**src/rtl/controle_exibe_sequencia.sv**
```systemverilog
// Playback sequencer for the memory game: before each round it walks the
// sequence ROM from address 0 up to the latched round index. Each entry is
// lit for T_ON cycles and then kept dark for T_OFF cycles.
//
// All outputs are registered. Each output takes the value that belongs to the
// state being entered on the same edge, so the outputs always match the state.
//
// Handshakes (single level/pulse semantics):
//   iniciar  - level request, sampled only in ocioso; ignored elsewhere.
//   cancela  - synchronous abort, beats every transition, never yields pronto.
//   pronto   - one-cycle pulse while in fim, after the last gap completes.
// ROM timing: endereco already holds the next address in the cycle before
// carrega (ocioso or avanca). The synchronous ROM data is therefore valid
// during carrega and is captured into leds when carrega exits.
module controle_exibe_sequencia #(
  parameter int ADDR_W  = 4,
  parameter int TIMER_W = 16,
  parameter int T_ON    = 1000,
  parameter int T_OFF   = 500
) (
  input  logic              clock,
  input  logic              reset,
  input  logic              iniciar,
  input  logic              cancela,
  input  logic [ADDR_W-1:0] rodada,
  input  logic [3:0]        dado_mem,
  output logic [ADDR_W-1:0] endereco,
  output logic [3:0]        leds,
  output logic              exibindo,
  output logic              pronto,
  output logic [3:0]        db_estado
);

  typedef enum logic [3:0] {
    OCIOSO  = 4'h0,
    CARREGA = 4'h1,
    ACENDE  = 4'h2,
    APAGA   = 4'h3,
    AVANCA  = 4'h4,
    FIM     = 4'hF
  } estado_t;

  localparam logic [TIMER_W-1:0] ULTIMO_ON  = TIMER_W'(T_ON - 1);
  localparam logic [TIMER_W-1:0] ULTIMO_OFF = TIMER_W'(T_OFF - 1);

  estado_t             estado;
  logic [TIMER_W-1:0]  timer;
  logic [ADDR_W-1:0]   rodada_reg;

  // State register plus all registered outputs, timer and latched round index
  always_ff @(posedge clock or posedge reset) begin
    if (reset) begin
      estado     <= OCIOSO;
      endereco   <= '0;
      leds       <= '0;
      exibindo   <= 1'b0;
      pronto     <= 1'b0;
      timer      <= '0;
      rodada_reg <= '0;
    end else if (cancela) begin
      // abort wins over everything, including a simultaneous iniciar
      estado   <= OCIOSO;
      endereco <= '0;
      leds     <= '0;
      exibindo <= 1'b0;
      pronto   <= 1'b0;
      timer    <= '0;
    end else begin
      pronto <= 1'b0;
      case (estado)
        OCIOSO: begin
          endereco <= '0;
          leds     <= '0;
          timer    <= '0;
          if (iniciar) begin
            estado     <= CARREGA;
            rodada_reg <= rodada;
            exibindo   <= 1'b1;
          end
        end
        CARREGA: begin
          // ROM output for endereco is valid now; capture it for display
          timer  <= '0;
          leds   <= dado_mem;
          estado <= ACENDE;
        end
        ACENDE: begin
          if (timer == ULTIMO_ON) begin
            timer  <= '0;
            leds   <= '0;
            estado <= APAGA;
          end else begin
            timer <= timer + 1'b1;
          end
        end
        APAGA: begin
          if (timer == ULTIMO_OFF) begin
            timer <= '0;
            if (endereco == rodada_reg) begin
              estado   <= FIM;
              exibindo <= 1'b0;
              pronto   <= 1'b1;
            end else begin
              // advance early so the ROM read completes before carrega exits
              estado   <= AVANCA;
              endereco <= endereco + 1'b1;
            end
          end else begin
            timer <= timer + 1'b1;
          end
        end
        AVANCA: begin
          estado <= CARREGA;
        end
        FIM: begin
          estado   <= OCIOSO;
          endereco <= '0;
          leds     <= '0;
        end
        default: begin
          estado   <= OCIOSO;
          endereco <= '0;
          leds     <= '0;
          exibindo <= 1'b0;
          timer    <= '0;
        end
      endcase
    end
  end

  // Debug code: the state encoding itself, E for any undefined code
  always_comb begin
    db_estado = 4'hE;
    case (estado)
      OCIOSO, CARREGA, ACENDE, APAGA, AVANCA, FIM: db_estado = estado;
      default:                                     db_estado = 4'hE;
    endcase
  end

endmodule

```
**config.mk**
```make
export PLATFORM = sky130hd
export DESIGN_NAME = controle_exibe_sequencia
export DESIGN_NICKNAME = d
export VERILOG_FILES = /design/src/rtl/controle_exibe_sequencia.sv
export SDC_FILE = /design/constraint.sdc
export NUM_CORES = 1
export LEC_CHECK = 0
export BUFFER_PORTS_ARGS = -buffer_cell sky130_fd_sc_hd__buf_2
export CORE_MARGIN = 2
export CORE_UTILIZATION = 50
export DETAILED_ROUTE_END_ITERATION = 10
export HOLD_SLACK_MARGIN = 0.05
export MAX_ROUTING_LAYER = met4
export PLACE_DENSITY = 0.75
export SYNTH_ARGS = -nofsm -noshare
export SYNTH_HDL_FRONTEND = slang
export SYNTH_SLANG_ARGS = --single-unit
```
**constraint.sdc**
```tcl
create_clock -name clock -period 4.8 [get_ports clock]
set_input_delay 0.24 -clock clock [delete_from_list [all_inputs] [get_ports clock]]
set_output_delay 0.24 -clock clock [all_outputs]
set_load 0.005 [all_outputs]
```
==> results.md, run 1 <==
- The run finished with clean final reports.
- In this run, placement finished with an instance count of 293.
- The max-slew violation total from the final report is 0.
- Yosys mapped a number of flops with a built-in enable equal to 0.
- Max-cap violations in this run came to 0.
- Measured in cells, the most critical reg-to-reg path has a length of 5.
- The number of global-route vias before repair is about 1500.
- The largest fanout on the critical path is 19.
- The synthesized area per cell is around 9.1 sq um.
- The total of flip-flops plus latches after synthesis is 34.
- The post-layout utilization of the core is between 50 and 60%.
- Sequential cells burn roughly two fifths of the power.
- Counting every sink on the clock net gives 34.
- The wire-length estimate of the detail-placed layout is around 3000 microns.
- The highest cell delay on the worst timing path is a little under 0.7 ns.
- The count of different cell masters after synthesis is 54.
- The area of the core is between 4000 and 5000 sq um.
- Of the total power, the share spent switching nets is between 30% and 40%.
- In the synthesized netlist the async set-or-reset flop fraction comes to between 90% and 100%.
- The post-synthesis net count is 242.
- In the final layout, the multi-input gates occupy around 1100 sq um.
- After detailed placement, the total cell area comes to ~2200 sq um.
- The type of element capturing the critical path is a register.
- The longest clock path from root to sink contains 2 buffers.
- Ranked by instance count, the synthesized netlist is headed by nand2_1 (40), dfrtp_1 (34), o22ai_1 (16), nor2_1 (15), nand3_1 (12).
- The worst setup timing slack at the placement stage is between 2 and 3 ns.
- The number of inserted diodes is 0.
- Clock-pin slew was measured on the worst setup and hold paths at around 0.070 ns.
- After layout, the design draws a total of 0.9596 mW.
- The layout overhead on the synthesized area is 12.91%.
- The first-pass GRT wire length is around 6900 microns.
- Cells with a size suffix above 1 make up between 20% and 30% of the layout.
- The critical path arrival is around 2.3 ns.
- Yosys instantiated no cell more often than nand2_1.
- The H-tree was split into 2 levels.
- The proportion of netlist area held by the largest area contributor is ~40%.
- The number of nets in the layout is 265.
- Combinational logic burns a little over a quarter of the power.
- The number of warnings printed during yosys synthesis is 0.
- The total wire length after detailed routing is between 4000 and 5000 microns.
- Traced cell by cell, the critical path runs through or3_4, a211oi_4, nor4_1, o22ai_1, nand2_1.
- The all-layer global routing usage is between 20% and 30%.
- The finished layout cell area is 2352 sq um.
- Along the worst hold path, the cell count comes to 2.
- After layout, the worst setup slack is ~2.7 ns.
- The total net switching power is ~0.29 mW.
- In this run the static leakage power is 1.219 nW.
- The chip width is approximately 69 microns.
- The cell family contributing the most delay on the critical path is compound AO/OA/AOI/OAI gates.
- The top-level port count is 26.
- The worst setup path is launched from a register.
- The number of antenna violations at the first check in global routing is 0.
- Power spread over the standard cell area amounts to 407.9 nW/um^2.
- The path category of the worst min-delay check is in2reg.
- The cell at the root of the clock tree is clkbuf_8.
- Cell internal power was estimated by the tool at 0.6695 mW.
- In the synthesized netlist the dominant register cell turns out to be dfrtp_1.
- The starting DRC count in detailed routing is about 150.
- Post-CTS repair changed the size of 0 cells.
- The length of the first detailed-routing pass in iterations is 4.
- The setup TNS is 0 ns.
- The mapped netlist covers 2083 sq um.
- The final count of negative-setup-slack endpoints is 0.
- The tightest hold path in the finished design has a slack of 0.1732 ns.
- The path length in cells of the critical path is 5.
- Setup repair after global routing left no endpoint under its margin.
- Based on the critical path, the design can be clocked at up to between 0.4 and 0.5 GHz.
- The clock arrives with 0.009221 ns of skew.
- After global routing the overflow that remains totals 0.
- The average wire per cell in the routed design is about 14 microns.
- The slew at the pin closest to its max-slew limit is roughly 0.9 ns.
- The relative max-transition margin is between 30% and 40%.
- The number of endpoints with negative hold slack in the final report is 0.
- Sequential cells were found to cover between 40% and 50% of the synthesized design area.
- After technology mapping, the gate count stands at 228.
- The starting density of the core is between 50% and 60%.
- The via count is 1731.
- Buffers placed on the I/O ports in this run total 25.
- The time the final worst path needs with I/O delays and setup is about 2.1 ns.
- For the worst-skew pair, the clock arrives at the later sink with an insertion delay of just under 0.3 ns.
- The global placer's final weighted congestion is around 0.8.
- The cell type of the slowest stage on the worst timing path is a211oi_4.
- The register ranked first by flip-flop count is timer.
- The share of total power in the clock network is around a third.
- The chip height is roughly 69 microns.
- The fill cell instance count of the final layout is between 300 and 400.
- The share of the clock period used by the worst path after layout is roughly 44%.
- The pin count of the biggest net entering global routing is 35.
- Clock tree synthesis inserted a total of 5 buffers.
- The register with the most flip-flops in the layout has 16 of them.
- The leading area contributor after synthesis is dfrtp_1.
- Sorting the synthesized cells by area gives the leading types as dfrtp_1 (41%), nand2_1 (7.2%), o22ai_1 (4.8%).
- In the routed design, unresolved DRC markers number 0.
- The non-filler instance count after layout is ~300.
- Row generation in the floorplan step produced 23 rows.
- The floorplan step defined a die boundary enclosing around 4700 sq um.
- The worst-case IR drop observed on VDD is just under 0.2 mV.
- The count of nets left with antenna violations once routing finished came out at 0.
- The number of buffers and inverters on the critical path is 0.
- The average via count per standard cell is around 5.7.
- The critical path start-end classification is reg2reg.
- The register area is approximately 850 sq um.
- TritonCTS built the clock tree.
- For the worst setup path, the data required time is roughly 5 ns.
-- cell families (layout without fill, tap and decap cells) --
group | after synthesis | count (layout) | share of synthesized area (%)
flip-flops | 34 | 34 | 40.84
AND/OR/NAND/NOR | 115 | 115 | 29.97
adder cells (fa/ha/maj) | 2 | 2 | 1.201
buffers and inverters | 17 | 41 | 4.865
multiplexers | 5 | 5 | 2.703
XOR/XNOR | 5 | 5 | 2.102
AO/OA/AOI/OAI | 50 | 50 | 18.32
-- what timing repair did --
| action | in CTS | in global routing |
|---|---|---|
| hold buffers | 1 | 0 |
| hold endpoints to repair | 34 | 0 |
| endpoints found under the setup margin | 0 | 0 |
| setup buffers | 0 | 0 |
-- path summary, 6_finish.rpt --
check	startpoint	endpoint	slack (ns)
max in group asynchronous	reset	timer[3]	3.91
min in group asynchronous	reset	timer[1]	0.58
worst min register to register	leds[2]	leds[2]	0.50
worst max register to register	estado[1]	timer[8]	2.67
worst min-delay path	dado_mem[3]	leds[3]	0.17
worst max-delay path	estado[1]	timer[8]	2.67
-- placed cells by master, fill, tap and decap left out, types with 6 or more instances in the layout --
cell type | synthesis | layout
buf_2 | 6 | 25
dfrtp_1 | 34 | 34
clkbuf_8 | 0 | 6
nor2_1 | 15 | 15
o22ai_1 | 16 | 16
nor3_1 | 8 | 8
o21ai_0 | 6 | 6
nand3_1 | 12 | 12
and2_1 | 9 | 9
inv_1 | 6 | 6
nand2_1 | 40 | 40
-- final cells by class --
| class | instances | share of cell area [%] |
|---|---|---|
| multi-input combinational | 177 | 48.08 |
| sequential | 34 | 36.17 |
| timing repair buffer | 27 | 6.064 |
| clock buffer | 6 | 3.511 |
| tap | 50 | 2.660 |
| clock inverter | 2 | 2.553 |
| inverter | 6 | 0.9574 |
-- power by group through the flow --
stage                     registers, mW  clock network [mW]  logic, mW
after floorplan                   0.358                   0      0.218
after global placement            0.382                   0      0.249
after detailed placement          0.383                   0      0.255
after CTS                         0.377               0.333      0.257
after global routing              0.386               0.343      0.285
final                             0.378               0.327      0.255
-- routing by layer --
layer | routed length [microns] | global-route usage, %
met1 | 2151 | 28.15
met2 | 1959 | 29.69
met3 | 160 | 4.870
met4 | 29 | 6.000
met5 | 0 | -
(Power assumes the default switching activity.)
==> run 2: changes to the inputs <==
ABC_AREA = 1   (was unset)
clock period = 2.15 ns   (was 4.8 ns; I/O delays follow)
==> run 2 against run 1 <==
Net effect:
- via count is 9.8% higher
- non-clock buffer count is 3 higher
- maximum frequency is 36% higher
- clock-buffer cell count is 1 higher
- die area is 1.1% lower
- sequential power is 110% higher
- sequential share of layout area is 0.27 points lower
- utilization is 0.87 points higher
- routed wire length is 1.7% higher
- critical path type unchanged
- largest cell class unchanged
- largest power group unchanged
==> results.md, run 2 <==
- Status: complete, no violations (unchanged).
- The async set-or-reset flop fraction in the synthesized netlist was 100.0% (unchanged).
- The all-layer global routing usage came to 22.67% (was 20.34%).
- The post-route antenna net violation count is 0 (unchanged).
- The count of mapped cells out of synthesis is 293 (was 228).
- The arithmetic-cell share of the synthesized area counting full adders, half adders and majority gates came to 1.216% (was 1.201%).
- The ratio of cells with drive above 1 in the final layout was 13.37% (was 22.22%).
- The register clock-pin slew on the reported worst setup and hold paths came to 0.07 ns (about the same).
- The total of flip-flops plus latches after synthesis is 34 (unchanged).
- The detailed placement HPWL is 3261 microns (was 3032 microns).
- The critical path arrival is 1.79 ns (was 2.31 ns).
- The predominant post-synthesis flop cell is dfrtp_1 (unchanged).
- The proportion of netlist area held by the largest area contributor came to 41.34% (was 40.84%).
- The synthesized area per cell is 7.025 sq um (was 9.137 sq um).
- The full die area came to 4646 sq um (was 4699 sq um).
- The relative max-transition margin is 66.77% (was 39.98%).
- The number of antenna violations at the first check in global routing is 0 (unchanged).
- The kind of launch point of the worst setup path is a register (unchanged).
- The path category of the worst min-delay check is in2reg (unchanged).
- The leakage power is 1.264 nW (was 1.219 nW).
- The slew at the pin closest to its max-slew limit came to 0.4980 ns (was 0.8921 ns).
- The multi-input gate area in the final layout is 1046 sq um (was 1131 sq um).
- Most frequent cells in the layout: nand2_1 (87), nor2_1 (51), inv_1 (38), dfrtp_1 (34), nand3_1 (27) (was nand2_1 (40), dfrtp_1 (34), buf_2 (25), o22ai_1 (16), nor2_1 (15)).
- The flip-flop count of the largest register after layout is 16 (unchanged).
- The global placer's final weighted congestion is 0.8955 (was 0.8019).
- RSZ-0062 raised after global routing: no (unchanged).
- The compound-gate portion of the synthesized area is 7.416% (was 18.32%).
- The cell type of the slowest stage on the worst timing path is dfrtp_1 (was a211oi_4).
- The cell repeated most along the worst path is nand2_4.
- The slack of the worst reg-to-reg path came to 0.58 ns (was 2.67 ns).
- The worst hold path depth is 3 (was 2).
- The fill cell instance count of the final layout is 362 (was 348).
- The register ranked first by flip-flop count is timer (unchanged).
- The buffer levels on the longest clock path is 2 (unchanged).
- The TritonCTS clock tree was yes (unchanged).
- The pin count of the biggest net entering global routing came to 35 (unchanged).
- The average wire per cell in the routed design came to 11.54 microns (was 14.24 microns).
- The source-to-sink clock delay at the later pin of the worst-skew pair was 0.29 ns (about the same).
- The number of clock sinks is 34 (unchanged).
- The most common cell after layout, fill and taps aside was nand2_1 (unchanged).
- The starting density of the core came to 51.83% (was 52.08%).
- The post-synthesis net count is 307 (was 242).
- The critical path start-end classification is reg2reg (unchanged).
- The via count was 1901 (was 1731).
- The sequential cell area fraction in the yosys report came to 41.34% (was 40.84%).
- The capture point of the worst reg-to-reg path is timer[11] (was timer[8]).
- The number of nets in the layout is 342 (was 265).
- Dominant cells by area after synthesis: dfrtp_1 (41%), nand2_1 (16%), nor2_1 (9.3%) (was dfrtp_1 (41%), nand2_1 (7.2%), o22ai_1 (4.8%)).
- The simple-gate share of the synthesized area is 40.91% (was 29.97%).
- The standard-cell row count is 23 (unchanged).
- The number of max-capacitance violations reported is 0 (unchanged).
- The setup clock skew after layout was 0.006653 ns (was 0.009221 ns).
- The time the final worst path needs with I/O delays and setup is 1.573 ns (was 2.135 ns).
- The required time of the critical path was 2.36 ns (was 4.98 ns).
- The aggregate global routing overflow came to 0 (unchanged).
- The share of the clock period used by the worst path after layout was 73.15% (was 44.48%).
- The max-slew violation total from the final report came to 0 (unchanged).
- The maximum resistive drop on vdd is 0.3911 mV (was 0.1935 mV).
- The type of element capturing the critical path is a register (unchanged).
- The dominant combinational cell family by area after synthesis is simple AND/OR/NAND/NOR gates (unchanged).
- The top-level port count is 26 (unchanged).
- The mux cell area share after synthesis is 0% (was 2.703%).
- The largest fanout on the critical path was 10 (was 19).
- The setup TNS is 0 ns (unchanged).
- The most common cell in the netlist is nand2_1 (unchanged).
- Sequence of cells on the critical path: inv_1, nand2_4, nor3_4, nand2_4, nand3_4, nand2_1, nor2_1 (was or3_4, a211oi_4, nor4_1, o22ai_1, nand2_1).
- The post-synthesis instance area is 2058 sq um (was 2083 sq um).
- The depth of the most critical reg-to-reg path is 7 (was 5).
- The starting DRC count in detailed routing is 154 (was 153).
- The maximum frequency from static timing analysis is 0.6358 GHz (was 0.4684 GHz).
- The number of flops mapped to enable cells by yosys is 0 (unchanged).
- The total wire length after detailed routing is 4373 microns (was 4301 microns).
- The number of buffers inserted during clock tree synthesis is 5 (unchanged).
- The count of different cell masters after synthesis is 24 (was 54).
- The post-layout utilization of the core is 59.67% (was 58.81%).
- The end point of the worst hold path is leds[1] (was leds[3]).
- The number of global-route vias before repair came to 1735 (was 1495).
- The leading area contributor after synthesis is dfrtp_1 (unchanged).
- The register area is 850.8 sq um (unchanged).
- The chip width is 68.16 microns (was 68.55 microns).
- The length of the first detailed-routing pass in iterations was 4 (unchanged).
- The area of the core was 3971 sq um (was 4000 sq um).
- The number of endpoints with negative hold slack in the final report is 0 (unchanged).
- The remaining design rule violation count is 0 (unchanged).
- The number of warnings printed during yosys synthesis is 0 (unchanged).
- The depth of the CTS H-tree was 2 (unchanged).
- The count of buffers inserted at the top-level ports was 25 (unchanged).
- The final count of negative-setup-slack endpoints is 0 (unchanged).
- The layout overhead on the synthesized area was 15.14% (was 12.91%).
- The chip height is 68.16 microns (was 68.55 microns).
- The worst hold path startpoint is dado_mem[1] (was dado_mem[3]).
- The average via count per standard cell is 5.016 (was 5.732).
- The xor and xnor area share after synthesis was 1.277% (was 2.102%).
- The buffer count from post-CTS setup fixing was 0 (unchanged).
- The number of inserted diodes is 0 (unchanged).
- The cell area power density is 773.5 nW/um^2 (was 407.9 nW/um^2).
- The beginning of the worst register-to-register path is estado[3] (was estado[1]).
- The highest cell delay on the worst timing path is 0.42 ns (was 0.69 ns).
- Post-synth top cells: nand2_1 (87), nor2_1 (51), inv_1 (38), dfrtp_1 (34), nand3_1 (27) (was nand2_1 (40), dfrtp_1 (34), o22ai_1 (16), nor2_1 (15), nand3_1 (12)).
- The first-pass GRT wire length is 7596 microns (was 6886 microns).
- The cell at the root of the clock tree was clkbuf_8 (unchanged).
run 2: cell type report:
cell class	count	share of cell area [%]
multi-input combinational	218	44.14
inverter	39	6.177
sequential	34	35.90
clock buffer	7	3.643
clock inverter	1	0.2112
tap	50	2.640
timing repair buffer	30	7.286
run 2: cell families (layout without fill, tap and decap cells):
logic type / count (synthesis) / count (layout)
DFF: 34 / 34
and+or+nand+nor: 187 / 187
AOI/OAI and AO/OA: 26 / 26
buffers and inverters: 41 / 77
adders and majority gates: 2 / 2
xor gates and xnor gates: 3 / 3
run 2: worst max-delay path by stage:
stage | start | endpoint | slack [ns] | depth (start not counted)
2_1_floorplan | estado[1] | timer[15] | 0.82 | 9
5_1_grt | estado[3] | leds[3] | 0.39 | 7
4_1_cts | estado[3] | timer[11] | 0.56 | 7
3_5_place_dp | estado[3] | timer[11] | 0.59 | 7
3_3_place_gp | estado[3] | leds[3] | 0.57 | 7
6_report | estado[3] | timer[11] | 0.58 | 7
run 2: timing repair:
item / CTS / global route
endpoints found under the hold margin: 37 / 0
hold buffers: 4 / 0
resized for setup: 0 / 0
run 2: per-stage QoR:
step           hold WS (ns)  instance area [sq um]  total power [mW]  cells  setup slack [ns]
2_1_floorplan        0.2491                   2058             1.197    293            0.8239
3_3_place_gp         0.2253                   2238             1.345    367            0.5729
3_5_place_dp         0.2258                   2238             1.354    367            0.5918
4_1_cts             0.05668                   2370             1.847    379            0.5647
5_1_grt             0.06875                   2370             1.978    379            0.3890
6_report            0.05650                   2370             1.833    379            0.5772
run 2: power breakdown:
part	internal (mW)	switching, mW	total, mW	leakage (nW)
registers	0.725	0.0597	0.785	0.458
clock network	0.258	0.228	0.486	0.0482
logic	0.193	0.369	0.562	0.758
total	1.18	0.657	1.83	1.26
run 2: routing by layer:
| layer | vias to the layer above | wire length [microns] | track usage (%) |
|---|---|---|---|
| met5 | - | 0 | - |
| met4 | 0 | 91 | 9.500 |
| met3 | 8 | 235 | 5.592 |
| met2 | 48 | 1964 | 34.83 |
| met1 | 841 | 2081 | 28.56 |
| li1 | 1004 | - | - |
run 2: worst max-delay path, delay by kind of cell, from the launching register on:
kind / cells / cell delay, ns
AND/OR/NAND/NOR: 6 / 0.92
flip-flops: 1 / 0.42
buffers and inverters: 1 / 0.15
==> run 3: changes to the inputs <==
PLACE_DENSITY = 0.78   (was 0.75)
clock period = 1.43 ns   (was 2.15 ns; I/O delays follow)
==> run 3 against run 2 <==
Net effect:
- global-route usage increased by 3.2 points
- sequential share of layout area is 6.1 points lower
- clock skew about the same
- highest routed layer unchanged
- clock power up 71%
- the flow now finishes with violations (negative setup slack)
- power rose by 77%
- setup slack got worse by 0.64 ns
- hold slack worse by 0.0018 ns
- largest cell class unchanged
- final cell count up 11%
- flip-flop and latch count unchanged
- die area stayed put
- final area up 21%
- maximum frequency increased by 5.1%
==> results.md, run 3 (same netlist as run 2, synthesis figures left out) <==
- RSZ-0062 raised after global routing: yes (was no).
- The max-slew violation total from the final report was 0 (unchanged).
- The path category of the worst min-delay check was in2reg (unchanged).
- The number of max-capacitance violations reported is 0 (unchanged).
- The register ranked first by flip-flop count is timer (unchanged).
- The source-to-sink clock delay at the later pin of the worst-skew pair is 0.29 ns (about the same).
- The count of buffers inserted at the top-level ports is 25 (unchanged).
- The required time of the critical path was 1.65 ns (was 2.36 ns).
- The area of the core is 3971 sq um (unchanged).
- The detailed placement HPWL is 3519 microns (was 3261 microns).
- The maximum resistive drop on vdd is 0.5721 mV (was 0.3911 mV).
- The total power draw is 3.236 mW (was 1.833 mW).
- The depth of the CTS H-tree is 2 (unchanged).
- The chip width is 68.16 microns (unchanged).
- The most common cell after layout, fill and taps aside is nand2_1 (unchanged).
- The leakage power is 1.496 nW (was 1.264 nW).
- The instance count after placement with tap cells included is 391 (was 367).
- The placed standard-cell area is 2419 sq um (was 2238 sq um).
- The average via count per standard cell came to 5.314 (was 5.016).
- The slew at the pin closest to its max-slew limit is 0.4390 ns (was 0.4980 ns).
- The chip height is 68.16 microns (unchanged).
- The time the final worst path needs with I/O delays and setup is 1.496 ns (was 1.573 ns).
- The average wire per cell in the routed design is 12.99 microns (was 11.54 microns).
- The register area is 853.3 sq um (was 850.8 sq um).
- The total wire length after detailed routing came to 5469 microns (was 4373 microns).
- The global placer's final weighted congestion is 0.8663 (was 0.8955).
- The number of buffers inserted during clock tree synthesis came to 5 (unchanged).
- The ratio of cells with drive above 1 in the final layout is 31.54% (was 13.37%).
- The checks that failed: negative setup slack.
- The starting density of the core was 51.83% (unchanged).
- The minimum hold slack is 0.05472 ns (was 0.05650 ns).
- The finished layout cell area is 2867 sq um (was 2370 sq um).
- The type of element capturing the critical path was a register (unchanged).
- The relative max-transition margin is 70.73% (was 66.77%).
- The flip-flop count of the largest register after layout came to 16 (unchanged).
- The full die area came to 4646 sq um (unchanged).
- The non-filler instance count after layout is 421 (was 379).
- The all-layer global routing usage is 25.83% (was 22.67%).
- The critical path start-end classification is reg2reg (unchanged).
- The buffer levels on the longest clock path came to 2 (unchanged).
- The layout overhead on the synthesized area came to 39.27% (was 15.14%).
- The multi-input gate area in the final layout is 1187 sq um (was 1046 sq um).
- The largest fanout on the critical path came to 7 (was 10).
- The aggregate global routing overflow is 0 (unchanged).
- The fill cell instance count of the final layout is 285 (was 362).
- The maximum frequency from static timing analysis is 0.6685 GHz (was 0.6358 GHz).
- The number of inserted diodes came to 0 (unchanged).
- The remaining design rule violation count is 0 (unchanged).
- The pin count of the biggest net entering global routing was 35 (unchanged).
- The register clock-pin slew on the reported worst setup and hold paths is 0.07 ns (about the same).
- The number of endpoints with negative hold slack in the final report came to 0 (unchanged).
- The setup clock skew after layout is 0.006487 ns (was 0.006653 ns).
- The top-level port count is 26 (unchanged).
- The via count came to 2237 (was 1901).
- The number of global-route vias before repair is 2008 (was 1735).
- Most frequent cells in the layout: nand2_1 (78), nor2_1 (44), buf_4 (35), dfrtp_1 (32), inv_1 (29) (was nand2_1 (87), nor2_1 (51), inv_1 (38), dfrtp_1 (34), nand3_1 (27)).
- The cell at the root of the clock tree is clkbuf_8 (unchanged).
- The post-route antenna net violation count is 0 (unchanged).
- Status: complete, but fails checks (was complete, no violations).
- The kind of launch point of the worst setup path is a register (unchanged).
- The share of the clock period used by the worst path after layout is 104.6% (was 73.15%).
- The length of the first detailed-routing pass in iterations is 6 (was 4).
- The setup slack of the critical path after layout is -0.06593 ns (was 0.5772 ns).
- The number of antenna violations at the first check in global routing is 0 (unchanged).
- The number of nets in the layout is 384 (was 342).
- The critical path arrival was 1.72 ns (was 1.79 ns).
- The standard-cell row count is 23 (unchanged).
- The starting DRC count in detailed routing is 174 (was 154).
- The final count of negative-setup-slack endpoints came to 20 (was 0).
- The number of clock sinks is 34 (unchanged).
- The TritonCTS clock tree is yes (unchanged).
- The first-pass GRT wire length was 8673 microns (was 7596 microns).
- The cell area power density came to 1129 nW/um^2 (was 773.5 nW/um^2).
-- run 3: changes by cell type in the layout (fill, tap and decap cells not counted), moves of 8 or more --
cell,change
buf_4,+34
inv_1,-9
nand2_1,-9
o21ai_0,-9
o21ai_1,+9
inv_2,+8
-- run 3: per-layer routing --
metal	wire length, microns	global-route usage (%)	share of wire (%)
met1	2305	31.49	42
met2	2692	42.96	49
met3	325	3.947	5.9
met4	146	10.25	2.7
met5	0	-	0
-- run 3: timing repair --
action | CTS | global route
setup endpoints to repair | 16 | 33
resized for setup | 14 | 45
endpoints found under the hold margin | 41 | 0
pin swaps | 2 | 9
cloned | 2 | 0
hold buffers | 8 | 0
setup buffers | 4 | 8
-- run 3: worst paths after layout --
path	startpoint	to	slack, ns	cells after the start
setup / recovery	estado[3]	timer[11]	-0.07	7
setup reg to reg	estado[3]	timer[11]	-0.07	7
hold reg to reg	leds[0]	leds[0]	0.47	2
max in group asynchronous	reset	estado[1]	0.67	4
min in group asynchronous	reset	endereco[1]	0.42	4
hold / removal	rodada[0]	rodada_reg[0]	0.05	3
-- run 3: cell type report --
class | count | area share (%)
Multi-Input combinational cell | 220 | 41.42
Sequential cell | 34 | 29.77
Timing Repair Buffer | 70 | 17.42
Inverter | 39 | 5.369
Clock buffer | 8 | 3.841
Tap cell | 50 | 2.182
-- run 3: critical path, cell delays in order, from the launching register on --
cell and delay [ns]:
dfrtp_1 0.44, inv_2 0.13, nand2_4 0.10, nor3_4 0.27, nand2_4 0.17, nand3_4 0.15
nand2_1 0.08, nor2_1 0.09
-- run 3: through the flow --
stage | setup WS (ns) | setup TNS, ns | util [%]
3_5_place_dp | -0.02579 | -0.2055 | 60.90
3_3_place_gp | 0.02321 | 0 | 60.90
4_1_cts | -0.02426 | -0.1208 | 67.99
6_report | -0.06593 | -0.7717 | 72.18
2_1_floorplan | 0.1039 | 0 | -
5_1_grt | -0.1529 | -2.772 | 72.18
-- run 3: power breakdown --
part           internal, mW  switching, mW  total [mW]
Sequential             1.10          0.128        1.22
Clock                 0.486          0.344       0.830
Combinational         0.499          0.684        1.18
Total                  2.08           1.16        3.24
